`src/rtl/systolic_mm_nxn.sv`:
```
// NxN output-stationary systolic multiplier C = A x B; o_done at 3N-1 cycles after start with contiguous beats.
// Backpressure: o_ready high only in LOAD; gaps in i_valid freeze the whole array, DRAIN ignores i_valid.
module systolic_mm_nxn #(
    parameter int N          = 3,
    parameter int DATA_WIDTH = 8,
    parameter int ACC_WIDTH  = 2*DATA_WIDTH + $clog2(N) + 1
) (
    input  logic                       i_clk,
    input  logic                       i_rst,
    input  logic                       i_start,
    input  logic                       i_valid,
    input  logic [N*DATA_WIDTH-1:0]    i_a_col,
    input  logic [N*DATA_WIDTH-1:0]    i_b_row,
    output logic                       o_ready,
    output logic                       o_busy,
    output logic                       o_done,
    output logic [N*N*ACC_WIDTH-1:0]   o_c
);
    localparam int CNT_W = $clog2(2*N+1) + 1;

    typedef enum logic [1:0] {IDLE, LOAD, DRAIN, DONE} state_t;

    state_t                  state;
    logic [CNT_W-1:0]        beat_cnt;
    logic [CNT_W-1:0]        drain_cnt;
    logic                    step;
    logic                    clear;

    logic [DATA_WIDTH-1:0]   a_edge  [N];
    logic [DATA_WIDTH-1:0]   b_edge  [N];
    logic [DATA_WIDTH-1:0]   a_west  [N];
    logic [DATA_WIDTH-1:0]   b_north [N];
    logic [DATA_WIDTH-1:0]   a_skew  [N][N];
    logic [DATA_WIDTH-1:0]   b_skew  [N][N];
    logic [DATA_WIDTH-1:0]   a_in    [N][N];
    logic [DATA_WIDTH-1:0]   b_in    [N][N];
    logic [DATA_WIDTH-1:0]   a_pass  [N][N];
    logic [DATA_WIDTH-1:0]   b_pass  [N][N];
    logic [2*DATA_WIDTH-1:0] prod    [N][N];
    logic [ACC_WIDTH-1:0]    acc     [N][N];

    assign step  = (state == LOAD && i_valid) || (state == DRAIN);
    assign clear = (state == IDLE) && i_start;

    always_ff @(posedge i_clk or negedge i_rst) begin
        if (!i_rst) begin
            state     <= IDLE;
            beat_cnt  <= '0;
            drain_cnt <= '0;
            o_ready   <= 1'b0;
            o_busy    <= 1'b0;
            o_done    <= 1'b0;
        end else begin
            case (state)
                IDLE: begin
                    if (i_start) begin
                        state     <= LOAD;
                        o_ready   <= 1'b1;
                        o_busy    <= 1'b1;
                        beat_cnt  <= '0;
                        drain_cnt <= '0;
                    end
                end
                LOAD: begin
                    if (i_valid) begin
                        if (beat_cnt == CNT_W'(N-1)) begin
                            beat_cnt <= '0;
                            o_ready  <= 1'b0;
                            if (N == 1) begin
                                state  <= DONE;
                                o_done <= 1'b1;
                            end else begin
                                state  <= DRAIN;
                            end
                        end else begin
                            beat_cnt <= beat_cnt + 1'b1;
                        end
                    end
                end
                DRAIN: begin
                    // 2N-2 flush steps carry the last operand to PE(N-1,N-1)
                    if (drain_cnt == CNT_W'(2*N-3)) begin
                        drain_cnt <= '0;
                        state     <= DONE;
                        o_done    <= 1'b1;
                    end else begin
                        drain_cnt <= drain_cnt + 1'b1;
                    end
                end
                DONE: begin
                    state  <= IDLE;
                    o_done <= 1'b0;
                    o_busy <= 1'b0;
                end
                default: state <= IDLE;
            endcase
        end
    end

    for (genvar i = 0; i < N; i++) begin : g_edge
        assign a_edge[i] = (state == LOAD) ? i_a_col[i*DATA_WIDTH +: DATA_WIDTH] : '0;
        assign b_edge[i] = (state == LOAD) ? i_b_row[i*DATA_WIDTH +: DATA_WIDTH] : '0;
        if (i == 0) begin : g_noskew
            assign a_west[i]  = a_edge[i];
            assign b_north[i] = b_edge[i];
        end else begin : g_skew
            assign a_west[i]  = a_skew[i][i-1];
            assign b_north[i] = b_skew[i][i-1];
        end
    end

    for (genvar i = 0; i < N; i++) begin : g_row
        for (genvar j = 0; j < N; j++) begin : g_col
            if (j == 0) begin : g_a_edge
                assign a_in[i][j] = a_west[i];
            end else begin : g_a_pass
                assign a_in[i][j] = a_pass[i][j-1];
            end
            if (i == 0) begin : g_b_edge
                assign b_in[i][j] = b_north[j];
            end else begin : g_b_pass
                assign b_in[i][j] = b_pass[i-1][j];
            end
            assign prod[i][j] = {{DATA_WIDTH{1'b0}}, a_in[i][j]} * {{DATA_WIDTH{1'b0}}, b_in[i][j]};
            assign o_c[(i*N+j)*ACC_WIDTH +: ACC_WIDTH] = acc[i][j];
        end
    end

    // Only the first i stages of skew row i feed the array; deeper stages are don't-care.
    always_ff @(posedge i_clk or negedge i_rst) begin
        if (!i_rst) begin
            for (int i = 0; i < N; i++) begin
                for (int j = 0; j < N; j++) begin
                    a_skew[i][j] <= '0;
                    b_skew[i][j] <= '0;
                    a_pass[i][j] <= '0;
                    b_pass[i][j] <= '0;
                    acc[i][j]    <= '0;
                end
            end
        end else if (clear) begin
            for (int i = 0; i < N; i++) begin
                for (int j = 0; j < N; j++) begin
                    a_skew[i][j] <= '0;
                    b_skew[i][j] <= '0;
                    a_pass[i][j] <= '0;
                    b_pass[i][j] <= '0;
                    acc[i][j]    <= '0;
                end
            end
        end else if (step) begin
            for (int i = 0; i < N; i++) begin
                a_skew[i][0] <= a_edge[i];
                b_skew[i][0] <= b_edge[i];
                for (int s = 1; s < N; s++) begin
                    a_skew[i][s] <= a_skew[i][s-1];
                    b_skew[i][s] <= b_skew[i][s-1];
                end
                for (int j = 0; j < N; j++) begin
                    a_pass[i][j] <= a_in[i][j];
                    b_pass[i][j] <= b_in[i][j];
                    acc[i][j]    <= acc[i][j] + ACC_WIDTH'(prod[i][j]);
                end
            end
        end
    end

endmodule

```
`config.mk`:
```
export PLATFORM = sky130hd
export DESIGN_NAME = systolic_mm_nxn
export DESIGN_NICKNAME = d
export VERILOG_FILES = /design/src/rtl/systolic_mm_nxn.sv
export SDC_FILE = /design/constraint.sdc
export NUM_CORES = 2
export LEC_CHECK = 0
export ABC_AREA = 1
export BUFFER_PORTS_ARGS = -buffer_cell sky130_fd_sc_hd__buf_2
export CAP_MARGIN = 15
export CELL_PAD_IN_SITES_DETAIL_PLACEMENT = 0
export CELL_PAD_IN_SITES_GLOBAL_PLACEMENT = 1
export CORE_UTILIZATION = 35
export CTS_CLUSTER_DIAMETER = 150
export DETAILED_ROUTE_END_ITERATION = 7
export HOLD_SLACK_MARGIN = 0.1
export PLACE_DENSITY_LB_ADDON = 0.1
export SYNTH_ARGS = -nofsm -noshare
export SYNTH_HDL_FRONTEND = slang
export SYNTH_SLANG_ARGS = --single-unit
```
`constraint.sdc`:
```
create_clock -name i_clk -period 5.32 [get_ports i_clk]
set_input_delay 1.064 -clock i_clk [delete_from_list [all_inputs] [get_ports i_clk]]
set_output_delay 1.064 -clock i_clk [all_outputs]
set_load 0.1 [all_outputs]
```
### Yosys cells after proc, flatten, opt, wreduce, memory -nomap -nowiden

Cells that the tools add are included.

| cells by class | value |
|---|---|
| add/sub/neg operators | 11 |
| multipliers | 9 |
| equal/unequal tests | 9 |
| multiplexer cells | 34 |
| reductions and logical operators | 15 |

Operators with widths:

| operator | number |
|---|---|
| $mux W72 | 8 |
| $mux W171 | 2 |
| $add A19 B16 Y19 | 9 |
| $mul A8 B8 Y16 | 9 |
| $mux W8 | 6 |
| $mux W4 | 4 |
| $pmux W4 S2 | 2 |
| $reduce_bool A2 Y1 | 5 |
| $add A4 B1 Y4 const B | 2 |
| $eq A4 B2 Y1 const B | 2 |
| $mux W2 | 4 |
| $pmux W2 S4 | 1 |
| $reduce_and A4 Y1 | 2 |
| $pmux W1 S2 | 3 |
| $reduce_and A2 Y1 | 3 |
| $eq A2 B2 Y1 const B | 2 |
| $mux W1 | 4 |
| $ne A2 B1 Y1 const B | 2 |
| $ne A2 B2 Y1 const B | 2 |
| $reduce_and A3 Y1 | 1 |
| $eq A2 B1 Y1 const B | 1 |
| $logic_and A1 B1 Y1 | 2 |
| $logic_not A2 Y1 | 1 |
| $logic_or A1 B1 Y1 | 1 |

| storage, ports and cells | value |
|---|---|
| register bits | 376 |
| input port bits | 52 |
| output and inout bits | 174 |

### Depth between registers and ports, before layout

| depth | value |
|---|---|
| depth after elaboration | 6 |
| mapped depth | 25 |
| gate-level depth less buffers | 23 |

### Least setup slack after synthesis

OpenSTA, ideal clock, no wires.

| timing path | value |
|---|---|
| kind | input-to-reg |
| start | input port i_b_row[2] |
| end | register acc, in the netlist o_c[18] |
| library setup time | 0.123 ns |
| arrival time | 4.378 ns |
| data required time | 5.197 ns |
| path slack | 0.818 ns |
| stages | 19 |
| buffers on the path | 0 |
| path through | nand2_1 inv_1 nand2_1 fa_1 inv_1 fa_1 fa_1 inv_1 fa_1 inv_1 ha_1 nand2_1 inv_1 a21oi_1 nand2_1 nand2_1 nand2_1 a21oi_1 nor2_1 |

| on the way | value |
|---|---|
| cells in the longest elaborated chain, start to end | 5 |

Ends and longest elaborated chain:

| item | RTL line | text |
|---|---|---|
| start, declared | 13 | `input logic [N*DATA_WIDTH-1:0] i_b_row,` |
| $mux W8 | 102 | `assign b_edge[i] = (state == LOAD) ? i_b_row[i*DATA_WIDTH +: DATA_WIDTH] : '0;` |
| $mul A8 B8 Y16 | 124 | `assign prod[i][j] = {{DATA_WIDTH{1'b0}}, a_in[i][j]} * {{DATA_WIDTH{1'b0}}, b_in[i][j]};` |
| $add A19 B16 Y19 | 162 | `acc[i][j] <= acc[i][j] + ACC_WIDTH'(prod[i][j]);` |
| $mux W171 | 151 | `end else if (step) begin` |
| $mux W171 | 141 | `end else if (clear) begin` |
| end signal, assigned by index | 162 |  |
| end, declared | 40 | `logic [ACC_WIDTH-1:0] acc [N][N];` |

No other way between the ends. The select of a mux whose other input is x is not followed.
A chain may end at the register's enable or synchronous reset.

### Worst setup path after layout

| timing path | value |
|---|---|
| start | register state[1] |
| end | register acc, in the netlist o_c[17] |

| on the way | value |
|---|---|
| cells in the longest elaborated chain, start to end | 6 |
| elaborated cells between the ends (all ways) | 13 |
| classes of those cells | 1 x add/sub; 1 x mul; 2 x eq/ne; 4 x mux; 5 x reduce/logical |

Ends and longest elaborated chain:

| item | RTL line | text |
|---|---|---|
| start, declared | 23 | `state_t state;` |
| start signal, assigned | 47 | `state <= IDLE;` |
| start signal, assigned | 57 | `state <= LOAD;` |
| start signal, assigned | 70 | `state <= DONE;` |
| $eq A2 B1 Y1 | 42, 101, 102 |  |
| $mux W8 (on tied branches) | 101, 102 |  |
| $mul A8 B8 Y16 | 124 |  |
| $add A19 B16 Y19 | 162 |  |
| $mux W171 | 151 |  |
| $mux W171 | 141 |  |

Parallel ways exist; a longest one is shown, timed or not. The select of a mux whose other input is x is not followed.

==> summary.txt <==
status - complete, no violations
Synth Area in Adders - 35.6%
crit path kind - flop to flop
core box area - 109000 µm²
final setup vio count - 0
Finished Cell Area - 42500 µm²
cell taking the most area after synthesis - fa_1
IO Pins - 226
busiest grt layer - met2
Avg Cell Area, Syn - 7.37 µm²
Detailed Route Iter0 Violations - 1353
Final GP Congestion - 0.825
CP endpoint kind - flop
post-detailed-route count of antenna-violating nets - 0
Synth area leaders - fa_1, dfrtp_1, inv_1, nand2_1, ha_1
synth warn - 0
layout cells sized above 1 - 6.61%
starting density of the core - 35.3%
final wirelength - 114000 µm
Total GRT Usage - 21.0%
top_reg_cell synth - dfrtp_1
Final Cycle Share - 90.9%
top cell type's share of synthesized area - 23.4%
routed vias - 30738
relative max-transition margin - 40.2%
Die H - 334 µm
crit-path max cell delay - 510 ps
number of port buffers - 225
skew final - 23.4 ps
drt first pass iters - 7
GR Layer Usage met2 - 34.7%
first-pass GRT wire length - 181000 µm
ys async rst share - 100%
cell with the most instances after synthesis - inv_1
drt drc - 0
CTS sink count - 328
met1 Use GR - 29.0%
post-synthesis cell count - 5218
Compound-Gate Fraction of Synth Area - 5.73%
Netlist Area Pre-Place - 38500 µm²
# H-tree levels - 2
post-cts resize count - 0
setup repair bufs after CTS - 0
Slew @ Worst Pin - 897 ps
M3 GR Usage - 2.98%
Hold/Removal Path Class - input pin to asynchronous set/reset pin
Max-Cap Viols - 0
vias in the first global route - 31122
CTS tree - built
Die Wd - 334 µm
Crit Path Max Fanout - 11
die area - 111000 µm²
Setup crit start kind - flop
initial antenna violation count - 8
register area share after synthesis - 21.3%
global route overflow - 0
Tot Pwr - 18.6 mW
clock tree buffer depth - 3
hold_buf cts - 0
CP max stage cell - fa_1
FMAX - 207 MHz
RSZ-0062 raised after global routing - false
most instantiated cells after synthesis - inv_1, nand2_1, fa_1
Post-Syn Nets - 6096
Diodes inserted - 0
post-synth cell types - 31
Site Rows - 121
PwrDens - 437 nW/µm²
XOR/XNOR Fraction of Synth Area - 0.0683%
Pleak - 26.2 nW
clock root cell - clkbuf_16
minimum clock period - 4840 ps
Placement Cell Area - 40700 µm²
Reg clk slew, reported paths - 60 ps
Post-synth EDFFs - 0
largest family of logic cells by synthesized area - adder cells
Pins Over Slew Limit - 0
Routed WL per cell - 16.9 µm
NumNets Final - 6194
final hold slack - 410 ps
Max IR drop VDD - 424 µV
vias per cell - 4.54
Required @ worst endpoint - 5830 ps
area delta synth->final - 10.4%
Yosys reg bits - 328
Final TNS setup - 0 ps
pin count of the biggest net entering global routing - 107
Final HPWL DP - 90500 µm
total CTS buffers - 49
most repeated library cell on the critical path - nand2_1
multiplexer share of the synthesized area - 0%
simple logic cell fraction of the synthesized area - 19.7%
Clock Latency Late Sink - 640 ps
worst r2r path cells - 21
CP cell instances - inv_1 > ha_2 > nand2_1 > inv_1 > nand2_1 > fa_1 > inv_1 > fa_1 > inv_1 > fa_1 > fa_1 > inv_1 > ha_1 > a21oi_1 > nand2_1 > nand2_1 > nand2_1 > nand2_1 > nand3_1 > nand3_1 > nand2_1
CP Data Arrival Time - 5350 ps
Fin. Hold Viols - 0
## stage by stage
step                util [%]  instances  setup WS, ps
finish                  39.0       6767           482
floorplan                  -       5218           818
detailed placement      37.4       6679           333
CTS                     39.0       6767           478
global placement        37.4       6679           343
global route            39.0       6767           134
## per-layer routing
layer | wire length (µm) | vias up
met2 | 52700 | 462
li1 | - | 15375
met1 | 54600 | 14778
met4 | 2250 | 10
met3 | 4580 | 113
met5 | 59 | -
## sequential cells by signal, summed over array words and instances (netlist names)
signal     flops
b_skew        32
o_done         1
o_busy         1
o_ready        1
a_skew        32
a_in          40
o_c          171
b_in          40
drain_cnt      4
state          2
beat_cnt       4
## where the power goes
part | internal [mW] | total [mW] | switching [mW]
clock | 2.25 | 3.62 | 1.37
sequential | 3.29 | 4.92 | 1.63
combinational | 2.32 | 10.0 | 7.69
## area by class of cell
type                    count  area, µm²
flip-flops and latches    328       8210
clock inverters            22        322
inverters                1565       5880
fillers                 11598      66400
clock buffers              66       1420
repair buffers            247       1340
well taps                1414       1770
multi-input cells        3125      23500
## critical path: cells and delay by family, from the launching register on
kind | cells | cell delay (ps)
AOI/OAI and AO/OA | 1 | 150
DFF | 1 | 400
buffers and inverters | 5 | 470
and+or+nand+nor | 9 | 980
adders and majority gates | 6 | 2730
## final timing paths
| check | startpoint | end | slack (ps) |
|---|---|---|---|
| worst max-delay path | state[1] | o_c[17] | 480 |
| min in group i_clk | o_c[71] | o_c[71] | 500 |
| worst min-delay path | i_rst | o_c[167] | 410 |
| max in group asynchronous | i_rst | o_c[109] | 3690 |
| worst min register to register | o_c[71] | o_c[71] | 500 |
| worst max register to register | state[1] | o_c[17] | 480 |
## layout by cell type (no fill, tap or decap), types with 51 or more instances in the layout
| cell | n |
|---|---|
| o22ai_1 | 73 |
| a21oi_1 | 117 |
| dfrtp_1 | 328 |
| inv_1 | 1562 |
| nand3_1 | 203 |
| nand2_1 | 1429 |
| nor2_1 | 160 |
| fa_1 | 450 |
| o21ai_0 | 208 |
| ha_1 | 375 |
| buf_2 | 224 |
| clkbuf_16 | 51 |
## cells by family (layout without fill, tap and decap cells)
logic type | Yosys count | count (layout)
adders and majority gates | 826 | 826
and+or+nand+nor | 1882 | 1882
AOI/OAI and AO/OA | 414 | 414
DFF | 328 | 328
buffers and inverters | 1765 | 1900
xor gates and xnor gates | 3 | 3
(Power assumes the default switching activity.)
